`src/rtl/barrel_unrotator.sv`:
```
// Purpose : pipelined inverse barrel rotator; rotates in_data right by (in_amt mod WIDTH), undoing an upstream rotl.
// Latency : STAGES = $clog2(WIDTH) cycles; one log2 shift stage per register, outputs come straight from flops.
// Backpres: out_valid & ~out_ready freezes every stage (no bubble collapsing); in_ready = ~stall & ~rst.
//
// Ports:
//   clk, rst              rising-edge clock, asynchronous active-high reset
//   in_valid/in_ready     input handshake; in_data = rotated word, in_amt = left-rotate amount applied upstream
//   out_valid/out_ready   output handshake; out_data = recovered word, out_amt = in_amt echoed
//   out_wrap              only with BARREL_UNROTATOR_WRAP_FLAG_EN: beat's in_amt was >= WIDTH
//
// Optional feature macro: BARREL_UNROTATOR_WRAP_FLAG_EN
module barrel_unrotator #(
  parameter int WIDTH = 32,
  parameter int AMT_W = 8
) (
  input  logic             clk,
  input  logic             rst,
  input  logic             in_valid,
  output logic             in_ready,
  input  logic [WIDTH-1:0] in_data,
  input  logic [AMT_W-1:0] in_amt,
  output logic             out_valid,
  input  logic             out_ready,
  output logic [WIDTH-1:0] out_data,
`ifdef BARREL_UNROTATOR_WRAP_FLAG_EN
  output logic [AMT_W-1:0] out_amt,
  output logic             out_wrap
`else
  output logic [AMT_W-1:0] out_amt
`endif
);

  localparam int STAGES = (WIDTH > 1) ? $clog2(WIDTH) : 1;
  // Amount zero-extended so every stage bit and the wrap test are in range even for narrow AMT_W.
  localparam int EXT_W  = AMT_W + STAGES;

  if (WIDTH < 2 || WIDTH > 256 || (WIDTH & (WIDTH - 1)) != 0) begin : g_bad_width
    $error("barrel_unrotator: WIDTH must be a power of 2 in 2..256");
  end

  typedef struct packed {
    logic             vld;
`ifdef BARREL_UNROTATOR_WRAP_FLAG_EN
    logic             wrap;
`endif
    logic [AMT_W-1:0] amt;
    logic [WIDTH-1:0] dat;
  } stage_t;

  stage_t stg_q [STAGES];
  stage_t stg_d [STAGES];
  stage_t src   [STAGES];  // what each stage would load if the pipe advances
  logic   stall;

  function automatic logic [WIDTH-1:0] rotr_pow2(input logic [WIDTH-1:0] x, input int k);
    return (x >> (1 << k)) | (x << (WIDTH - (1 << k)));
  endfunction

  function automatic logic amt_bit(input logic [AMT_W-1:0] a, input int k);
    logic [EXT_W-1:0] ext;
    ext = EXT_W'(a);
    return ext[k];
  endfunction

  assign stall    = stg_q[STAGES-1].vld & ~out_ready;
  assign in_ready = ~stall & ~rst;

  always_comb begin
    src[0]     = '0;
    src[0].vld = in_valid & in_ready;
    src[0].amt = in_amt;
    src[0].dat = in_data;
`ifdef BARREL_UNROTATOR_WRAP_FLAG_EN
    src[0].wrap = (EXT_W'(in_amt) >> STAGES) != '0;
`endif
    for (int k = 1; k < STAGES; k++) begin
      src[k] = stg_q[k-1];
    end

    for (int k = 0; k < STAGES; k++) begin
      stg_d[k] = stg_q[k];
      if (!stall) begin
        stg_d[k] = src[k];
        // Stage k contributes a 2^k right-rotate when bit k of the amount is set.
        if (amt_bit(src[k].amt, k)) begin
          stg_d[k].dat = rotr_pow2(src[k].dat, k);
        end
      end
    end
  end

  always_ff @(posedge clk or posedge rst) begin
    if (rst) begin
      for (int k = 0; k < STAGES; k++) begin
        stg_q[k] <= '0;
      end
    end else begin
      for (int k = 0; k < STAGES; k++) begin
        stg_q[k] <= stg_d[k];
      end
    end
  end

  assign out_valid = stg_q[STAGES-1].vld;
  assign out_data  = stg_q[STAGES-1].dat;
  assign out_amt   = stg_q[STAGES-1].amt;
`ifdef BARREL_UNROTATOR_WRAP_FLAG_EN
  assign out_wrap  = stg_q[STAGES-1].wrap;
`endif

endmodule

```
`config.mk`:
```
export PLATFORM = sky130hd
export DESIGN_NAME = barrel_unrotator
export DESIGN_NICKNAME = d
export VERILOG_FILES = /design/src/rtl/barrel_unrotator.sv
export SDC_FILE = /design/constraint.sdc
export NUM_CORES = 1
export LEC_CHECK = 0
export ABC_AREA = 0
export BUFFER_PORTS_ARGS = -buffer_cell sky130_fd_sc_hd__buf_2
export CAP_MARGIN = 20
export CELL_PAD_IN_SITES_DETAIL_PLACEMENT = 0
export CELL_PAD_IN_SITES_GLOBAL_PLACEMENT = 2
export CORE_MARGIN = 4
export CORE_UTILIZATION = 30
export DETAILED_ROUTE_END_ITERATION = 8
export PLACE_DENSITY_LB_ADDON = 0.08
export SLEW_MARGIN = 20
export SYNTH_ARGS = -nofsm -noshare
export SYNTH_HDL_FRONTEND = slang
export SYNTH_SLANG_ARGS = --single-unit
```
`constraint.sdc`:
```
create_clock -name clk -period 11.25 [get_ports clk]
set_input_delay 0.5625 -clock clk [delete_from_list [all_inputs] [get_ports clk]]
set_output_delay 0.5625 -clock clk [all_outputs]
set_load 0.1 [all_outputs]
```
Word-level counts from Yosys, hierarchy flattened:

Index checks and enable logic that the tools add are counted.

* input bits: 44
* output and inout port bits: 42
* word-level logic and storage cells: 31
* bits in registers: 205

* mux-type cells: 5
* bitwise operators: 11

Operators with widths (number)
* 32-bit two-way mux: 5
* 16-bit by 32-bit OR with 32-bit output: 1
* 24-bit by 32-bit OR with 32-bit output: 1
* 28-bit by 32-bit OR with 32-bit output: 1
* 30-bit by 32-bit OR with 32-bit output: 1
* 31-bit by 32-bit OR with 32-bit output: 1
* 1-bit AND: 3
* 1-bit inverter: 3

Depth between registers and ports, before layout:

* word-level depth: 5
* depth in mapped cells: 5
* mapped depth without buffers: 2

Worst setup path before layout:

OpenSTA, ideal clock, no wires.

* kind: register to output
* from: register stg_q, in the netlist out_valid
* to: output in_ready
* arrival: 2626 ps
* path buffers: 2
* slack: 8061 ps
* cell stages (with the launch flop): 5
* cells stage by stage: dfrtp_1 nor2b_1 buf_4 buf_4 nor2_1

* word-level cells in the longest chain between the ends: 3

Ends and longest elaborated chain
* start: declaration: RTL line 50 `stage_t stg_q [STAGES];`
* start signal: indexed assignment: RTL line 99 `stg_q[k] <= stg_d[k];`
* 1-bit AND: RTL line 65 `assign stall = stg_q[STAGES-1].vld & ~out_ready;`
* 1-bit inverter: RTL line 66 `assign in_ready = ~stall & ~rst;`
* 1-bit AND: RTL line 66
* end: declaration: RTL line 19 `output logic in_ready,`

Every way passes these cells.

Worst setup path after layout:

* from: register stg_q, in the netlist out_valid
* to: register stg_q, in the netlist src[57]

* word-level cells in the longest chain between the ends: 1

Ends and longest elaborated chain (RTL line)
* 1-bit AND: 65

Every way passes these cells.
A chain may end at the register's enable or synchronous reset.

==> metrics.txt <==
n_diodes 0; routability cong. approximately 0.7; Mapped Cells 618; top cells by area, synth dfrtp_1, mux2_2, mux2_4, buf_6, buf_4; kind of cell adding the most delay to the critical path buffers and inverters; largest net degree at the start of global routing 122; post-synth top area share around half; Initial DRC Count 124; WL/cell about 18 um; max capacitance violation total 0; Initial Util between 30% and 40%; global route overflow 0; clk root buf clkbuf_16; largest area contributor in the netlist dfrtp_1; Max clock buf depth 3; synthesized area about 10000 um2; # rows between 60 and 70; hold buffers post-CTS 0; Post-DRT Antenna Nets 0; Setup TNS Final 0 ps; critical path fanouts, max slightly below 70; worst-path cell chain nand2b_4, buf_4, mux2_2; Via-to-Cell Ratio about 4.4; Cell variety after synth 11; Fillers between 3000 and 4000; vias in the first global route around 5800; Layout Nets ~740; worst slew pin tran 1120 ps; min Tclk post-route about 2300 ps; # Post-CTS Setup Buffers 0; slowest stage cell, crit path buf_4; core area about 33000 um2; Final Instance Count excl. Fillers ~1200; clock buffer count from CTS 27; CP required 11650 ps; Resize count post-CTS 0; crit-path max cell delay ~930 ps; min-delay worst type in2async; DIE AREA ~37000 um2; final setup fails 0; Via Count 5097; clock transition at the registers of the reported paths 50 ps; worst hold slack between 200 and 250 ps; commonest non-fill, non-tap cell in the layout mux2_2; Final Hold Viols 0; initial antenna violation count 0; most frequent cells in the layout mux2_2, dfrtp_1, mux2_4, buf_2, clkbuf_16; flip-flop and latch count after synthesis between 200 and 250; clock sink count approximately 200; worst path arrival time approximately 2700 ps; Syn Nets ~660; Clock Skews approximately 19 ps; CTS tree built; dpl cells 1109; Die Y approximately 190 um; Seq/Total Area, Yosys ~50%; crit path launch type register; Worst setup EP type register; H-tree levels 1; GRT Total Usage a little under an eighth; Synth Warn # 0; f_max roughly 0.43 GHz; Syn-to-layout area delta 14.9%; global-route wire length before repair 33800 um; Remaining DRCs 0; Worst-Skew Late Latency 520 ps; layout cells sized above 1 approximately 70%; normalized max-slew margin between 20% and 30%; Die Wd between 150 and 200 um; CP bufs+invs 1; unrepaired setup endpoints after global routing false; status finished, final reports clean; Crit Path Class reg2reg; hpwl dp 14000 um; PortBufs 85; Pre-antenna DRT Iters 4; Slew Limit Fails 0; Avg Inst Size Synth 16.3 um2; final WL between 20000 and 25000 um; fin crit share approximately a fifth; I/O pin cnt 86
==> cell usage after synthesis <==
cell type and number:
inv_1 1, buf_4 10, nor2b_1 2, nand2b_1 1, mux2_4 105, nand2b_4 1
dfrtp_1 205, buf_2 5, mux2_2 259, buf_6 28, nor2_1 1
==> worst paths after layout <==
kind | start | to | slack (ps) | cells after the start
min in group clk | in_amt[6] | src[161]$_DFFE_PP0N_ | 290 | 2
worst max register to register | out_valid$_DFFE_PP0N_ | src[57]$_DFFE_PP0N_ | 8940 | 3
max in group asynchronous | rst | src[116]$_DFFE_PP0N_ | 9660 | 3
worst min-delay path | rst | src[73]$_DFFE_PP0N_ | 250 | 2
worst max-delay path | out_valid$_DFFE_PP0N_ | src[57]$_DFFE_PP0N_ | 8940 | 3
worst min register to register | src[40]$_DFFE_PP0N_ | out_valid$_DFFE_PP0N_ | 490 | 1
==> per-stage QoR <==
stage	area [um2]	util, %	setup WS (ps)
CTS	11500	35.1	8350
finish	11600	35.2	8940
global route	11600	35.2	8820
detailed placement	10700	32.6	8040
global placement	10700	32.6	8100
floorplan	10100	-	5090
==> layer usage <==
| metal | GRT usage [%] | routed length, um |
|---|---|---|
| met4 | 2.85 | 451 |
| met1 | 15.9 | 9880 |
| met3 | 1.97 | 664 |
| met2 | 19.0 | 10000 |
| met5 | 0 | 0 |
==> worst reg2reg max path, stage by stage (launching register included) <==
cell and delay, ps:
dfrtp_1 410, nand2b_4 370, buf_4 950, mux2_2 480
==> final cells by class <==
class / instances / area, um2 / share of cell area (%)
clock inverter: 10 / 104 / 0.897
timing repair buffer: 93 / 509 / 4.40
tap: 442 / 553 / 4.78
clock buffer: 36 / 739 / 6.39
sequential: 205 / 5130 / 44.3
multi-input combinational: 369 / 4530 / 39.1
inverter: 1 / 11.3 / 0.0972
==> sequential cells by signal, summed over array words and instances, names as in the netlist <==
name and cells:
out_data 32, out_valid 1, out_amt 8, src 164
==> cell families (layout without fill, tap and decap cells) <==
| logic type | after synthesis | after routing | share of synthesized area, % |
|---|---|---|---|
| buffers and inverters | 44 | 140 | 4.16 |
| DFF | 205 | 205 | 50.9 |
| and+or+nand+nor | 5 | 5 | 0.360 |
| muxes | 364 | 364 | 44.6 |
Power is left out: the tool's default activity adds up to more than one toggle a clock period on the data nets, which glitch-free logic cannot reach.
